==> src/rtl/lsu.sv <==
// ----------------------------------------------------------------------------
// lsu - load/store unit, initiator side of the data-memory request interface.
//
// Turns a core byte/half/word load or store into one word-aligned memory
// transaction with byte enables, stalls the core until the memory answers,
// then returns the lane-extracted, sign/zero-extended load data.
//
// Ports:
//   clk_i, rst_ni      clock, asynchronous active-low reset
//   core_req_i         access request (held while core_stall_o=1)
//   core_we_i          1=store, 0=load
//   core_size_i        funct3 size/sign encoding
//   core_addr_i        byte address
//   core_wd_i          right-aligned store data
//   core_rd_o          load result, valid in the release cycle only
//   core_stall_o       core must hold request and operands
//   core_fault_o       misaligned/illegal access, no memory request made
//   mem_req_o          memory request (single cycle per access)
//   mem_we_o           memory write enable
//   mem_be_o           byte enables
//   mem_addr_o         byte address (memory ignores [1:0])
//   mem_wd_o           lane-replicated store data
//   mem_rd_i           memory read word
//   mem_ready_i        memory response valid
// ----------------------------------------------------------------------------
module lsu (
    input  logic        clk_i,
    input  logic        rst_ni,
    input  logic        core_req_i,
    input  logic        core_we_i,
    input  logic [2:0]  core_size_i,
    input  logic [31:0] core_addr_i,
    input  logic [31:0] core_wd_i,
    output logic [31:0] core_rd_o,
    output logic        core_stall_o,
    output logic        core_fault_o,
    output logic        mem_req_o,
    output logic        mem_we_o,
    output logic [3:0]  mem_be_o,
    output logic [31:0] mem_addr_o,
    output logic [31:0] mem_wd_o,
    input  logic [31:0] mem_rd_i,
    input  logic        mem_ready_i
);

    localparam logic [0:0] ST_IDLE = 1'b0;
    localparam logic [0:0] ST_BUSY = 1'b1;

    logic [0:0]  r_state;
    logic [0:0]  w_state_nxt;
    logic [1:0]  r_off;
    logic [2:0]  r_size;
    logic        r_we;
    logic        w_fault;
    logic        w_issue;
    logic [31:0] w_byte_shift;
    logic [7:0]  w_byte;
    logic [15:0] w_half;
    logic [31:0] w_load;

    // Alignment / encoding check on the live request
    always_comb begin
        w_fault = 1'b0;
        case (core_size_i)
            3'b000:  w_fault = 1'b0;
            3'b001:  w_fault = core_addr_i[0];
            3'b010:  w_fault = (core_addr_i[1:0] != 2'b00);
            3'b100:  w_fault = core_we_i;
            3'b101:  w_fault = core_addr_i[0] | core_we_i;
            default: w_fault = 1'b1;
        endcase
    end

    assign w_issue = (r_state == ST_IDLE) && core_req_i && !w_fault;

    // Address-side outputs follow the inputs; only req/we are qualified
    assign mem_addr_o = core_addr_i;

    always_comb begin
        mem_be_o = 4'b0000;
        mem_wd_o = core_wd_i;
        case (core_size_i[1:0])
            2'b00: begin
                mem_be_o = 4'b0001 << core_addr_i[1:0];
                mem_wd_o = {4{core_wd_i[7:0]}};
            end
            2'b01: begin
                mem_be_o = core_addr_i[1] ? 4'b1100 : 4'b0011;
                mem_wd_o = {2{core_wd_i[15:0]}};
            end
            2'b10: begin
                mem_be_o = 4'b1111;
                mem_wd_o = core_wd_i;
            end
            default: begin
                mem_be_o = 4'b0000;
                mem_wd_o = core_wd_i;
            end
        endcase
    end

    // Load extraction from the latched offset/size
    assign w_byte_shift = mem_rd_i >> {r_off, 3'b000};
    assign w_byte       = w_byte_shift[7:0];
    assign w_half       = r_off[1] ? mem_rd_i[31:16] : mem_rd_i[15:0];

    always_comb begin
        w_load = 32'h0;
        case (r_size)
            3'b000:  w_load = {{24{w_byte[7]}}, w_byte};
            3'b100:  w_load = {24'h0, w_byte};
            3'b001:  w_load = {{16{w_half[15]}}, w_half};
            3'b101:  w_load = {16'h0, w_half};
            3'b010:  w_load = mem_rd_i;
            default: w_load = 32'h0;
        endcase
    end

    // Control outputs are gated by rst_ni so an asserted reset silences the
    // interface in the same cycle, even while the core still holds its request.
    always_comb begin
        core_stall_o = 1'b0;
        core_fault_o = 1'b0;
        core_rd_o    = 32'h0;
        mem_req_o    = 1'b0;
        mem_we_o     = 1'b0;
        if (rst_ni) begin
            if (r_state == ST_IDLE) begin
                if (core_req_i) begin
                    if (w_fault) begin
                        core_fault_o = 1'b1;
                    end else begin
                        mem_req_o    = 1'b1;
                        mem_we_o     = core_we_i;
                        core_stall_o = 1'b1;
                    end
                end
            end else begin
                core_stall_o = !mem_ready_i;
                if (mem_ready_i && !r_we) begin
                    core_rd_o = w_load;
                end
            end
        end
    end

    always_comb begin
        w_state_nxt = r_state;
        if (r_state == ST_IDLE) begin
            if (w_issue) begin
                w_state_nxt = ST_BUSY;
            end
        end else if (mem_ready_i) begin
            w_state_nxt = ST_IDLE;
        end
    end

    always_ff @(posedge clk_i or negedge rst_ni) begin
        if (!rst_ni) begin
            r_state <= ST_IDLE;
            r_off   <= 2'b00;
            r_size  <= 3'b000;
            r_we    <= 1'b0;
        end else begin
            r_state <= w_state_nxt;
            if (w_issue) begin
                r_off  <= core_addr_i[1:0];
                r_size <= core_size_i;
                r_we   <= core_we_i;
            end
        end
    end

endmodule

==> config.mk <==
export PLATFORM = sky130hd
export DESIGN_NAME = lsu
export DESIGN_NICKNAME = d
export VERILOG_FILES = /design/src/rtl/lsu.sv
export SDC_FILE = /design/constraint.sdc
export NUM_CORES = 1
export LEC_CHECK = 0
export CORE_AREA = 2 2 81 83
export CTS_BUF_LIST = sky130_fd_sc_hd__clkbuf_8
export DETAILED_ROUTE_END_ITERATION = 12
export DIE_AREA = 0 0 83 85
export HOLD_SLACK_MARGIN = 0.12
export PLACE_DENSITY = 0.83
export SLEW_MARGIN = 20
export SYNTH_ARGS = -nofsm -noshare
export SYNTH_HDL_FRONTEND = slang
export SYNTH_SLANG_ARGS = --single-unit
export TNS_END_PERCENT = 50
==> constraint.sdc <==
create_clock -name clk_i -period 3.5 [get_ports clk_i]
set_input_delay 0.525 -clock clk_i [delete_from_list [all_inputs] [get_ports clk_i]]
set_output_delay 0.525 -clock clk_i [all_outputs]
set_load 0.05 [all_outputs]
==> impl_results.md <==
- Outcome: complete, no violations
- Total iterations of the first detailed-routing run: 5
- Initial antenna violation count: 0
- Critical-path cell list: clkdlybuf4s50_1, a221oi_2, o21ai_2, o21ai_0, and2_1, buf_12
- Crit path kind: input port to output port
- Total global-route track usage: 0.167
- Core Area: 6200 µm²
- Cells after Synth: 233
- Wirelength, routed: 6380 µm
- Relative slew slack: 0.493
- Register area share after synthesis: 0.0979
- Vias: 2,092
- Hpwl dp: 5450 µm
- Number of max-cap violations: 0
- Tcrit/Tclk final: 0.843
- Multi-input gate area: 1220 µm²
- Crit path DAT: 2.42 ns
- Synth-to-layout area growth: 93.3%
- Setup TNS: 0 ns
- Flops & latches, synth: 7
- Syn_nets: 337
- Die H: 85 µm
- Worst hold path type: flop to flop
- Required @ worst endpoint: 2.97 ns
- Fillers: 543
- Commonest cells after routing, fill and taps aside: clkdlybuf4s50_1 (83), buf_12 (44), mux2_2 (28)
- Max IR drop VDD: 0.000170 V
- Critical path fanouts, max: 11
- Crit path time final: 2.95 ns
- Worst-path clk slew: 0.04 ns
- Pwr dens: 287 nW/µm²
- Vias per cell: 5.09
- # Post-CTS Setup Buffers: 0
- Clock tree buffer depth: 2
- Most common cell after layout, fill and taps aside: clkdlybuf4s50_1
- Final hold violation count: 0
- RSZ-0062 raised after global routing: false
- Fraction of layout cells with a size suffix above 1: 0.368
- Max incr delay on CP: 0.83 ns
- Post-synth EDFFs: 0
- GR Overflow Total: 0
- Placer Congestion: 0.864
- Port bufs: 147
- Die area: 7060 µm²
- Horiz. Die Dim: 83 µm
- Highest clock rate: 339 MHz
- Initial Utilization: 0.288
- H-tree levels: 1
- Async set-reset flop share out of synthesis: 1.00
- CTS tree: done
- Routed WL per cell: 15.5 µm
- CP startpoint kind: input port
- FF+latch area: 175 µm²
- Site Rows: 29
- P_leak: 1.33 nW
- Critical Path Sink Type: output port
- Post-route ant nets: 0
- Final setup fails: 0
- Util after Layout: 0.557
- Final Max Slew Viols: 0
- Worst skew pair latency: 0.22 ns
- I/O pins: 208
- Cts bufs inserted: 3
- Hold_buf cts: 0
- Pin count of the biggest net entering global routing: 25
- Cell area after synthesis: 1790 µm²
- Root Buffer: clkbuf_8
- Least-Margin Pin Slew: 0.760 ns
- Clock Sinks: 7
- Vias in the first global route: 2,031
- Yosys cell types: 36
- Residual DRC count: 0
- Total Nets Final: 439
- Syn. warnings: 0
- Critical path's slowest cell: clkdlybuf4s50_1
- Main flop type after synthesis: dfrtp_1
- Syn avg cell area: 7.68 µm²
- Initial DRC Count: 99
- Worst Clk Skew: 0.00171 ns
- First-pass GRT wire length: 9690 µm
- Number of diodes: 0
- Cts repair resizes: 0
==> cell type report <==
class,count,area share
repair buffers,154,0.554
multi-input cells,166,0.352
flip-flops and latches,7,0.0507
well taps,77,0.0279
clock buffers,3,0.0119
inverters,3,0.00326
clock inverters,1,0.00109
==> worst max-delay path, delay by kind of cell <==
family / cells / cell delay [ns]
AND/OR/NAND/NOR: 1 / 0.22
buffers and inverters: 2 / 0.98
AO/OA/AOI/OAI: 3 / 0.70
==> synthesized netlist by cell type (2+ instances only) <==
cell type / instances / area, µm²
a222oi_1: 6 / 60.1
a22oi_1: 8 / 60.1
and2_1: 2 / 12.5
dfrtp_1: 7 / 175
nor2_1: 12 / 45.0
o21ai_0: 13 / 65.1
clkbuf_1: 5 / 18.8
mux2_2: 28 / 315
inv_1: 3 / 11.3
nor3_1: 2 / 10.0
nor2_2: 2 / 12.5
nand2b_1: 2 / 12.5
a21oi_2: 10 / 87.6
buf_2: 9 / 45.0
nor2b_1: 4 / 25.0
a21oi_1: 22 / 110
mux2i_1: 13 / 130
nand2_1: 27 / 101
buf_4: 41 / 308
==> kinds of logic (layout without fill, tap and decap cells) <==
group                  after synthesis  after routing  share of synthesized area
AO/OA/AOI/OAI                       66             66                      0.255
buffers and inverters               60            161                      0.222
flip-flops                           7              7                     0.0979
multiplexers                        41             41                      0.249
AND/OR/NAND/NOR                     59             59                      0.176
==> stage by stage <==
stage / power (mW) / area, µm² / cells / hold WS (ns) / setup WS [ns]
3_3_place_gp: 0.881 / 3410 / 407 / 0.488 / 0.596
5_1_grt: 1.05 / 3460 / 411 / 0.499 / 0.394
2_1_floorplan: 0.704 / 1790 / 233 / 0.229 / 0.638
4_1_cts: 1.00 / 3460 / 411 / 0.494 / 0.529
6_report: 0.993 / 3460 / 411 / 0.496 / 0.551
3_5_place_dp: 0.890 / 3410 / 407 / 0.486 / 0.534
==> worst paths after layout <==
| path | slack [ns] | cells after the start | from | endpoint |
|---|---|---|---|---|
| worst max register to register | 2.32 | 3 | r_state | r_off[0] |
| worst min-delay path | 0.50 | 1 | r_we | r_we |
| worst max-delay path | 0.55 | 6 | core_size_i[0] | core_stall_o |
| min in group asynchronous | 0.59 | 2 | rst_ni | r_state |
| worst min register to register | 0.50 | 1 | r_we | r_we |
| max in group asynchronous | 2.78 | 2 | rst_ni | r_off[0] |
==> per-layer routing <==
layer | vias to the layer above | part of all wire | GRT usage
met1 | 937 | 0.36 | 0.175
met4 | 0 | 0.039 | 0.0775
met2 | 129 | 0.51 | 0.323
li1 | 1002 | - | -
met3 | 24 | 0.084 | 0.0302
met5 | - | 0 | 0
==> registers in the layout, indices dropped and copies added (netlist names) <==
signal   flops
r_off        2
r_state      1
r_size       3
r_we         1
==> power breakdown <==
group | internal (mW) | switching, mW
logic | 0.342 | 0.398
clock network | 0.0754 | 0.0309
registers | 0.101 | 0.0460
total | 0.518 | 0.475
Note: power is estimated with default switching activity, not from simulation.
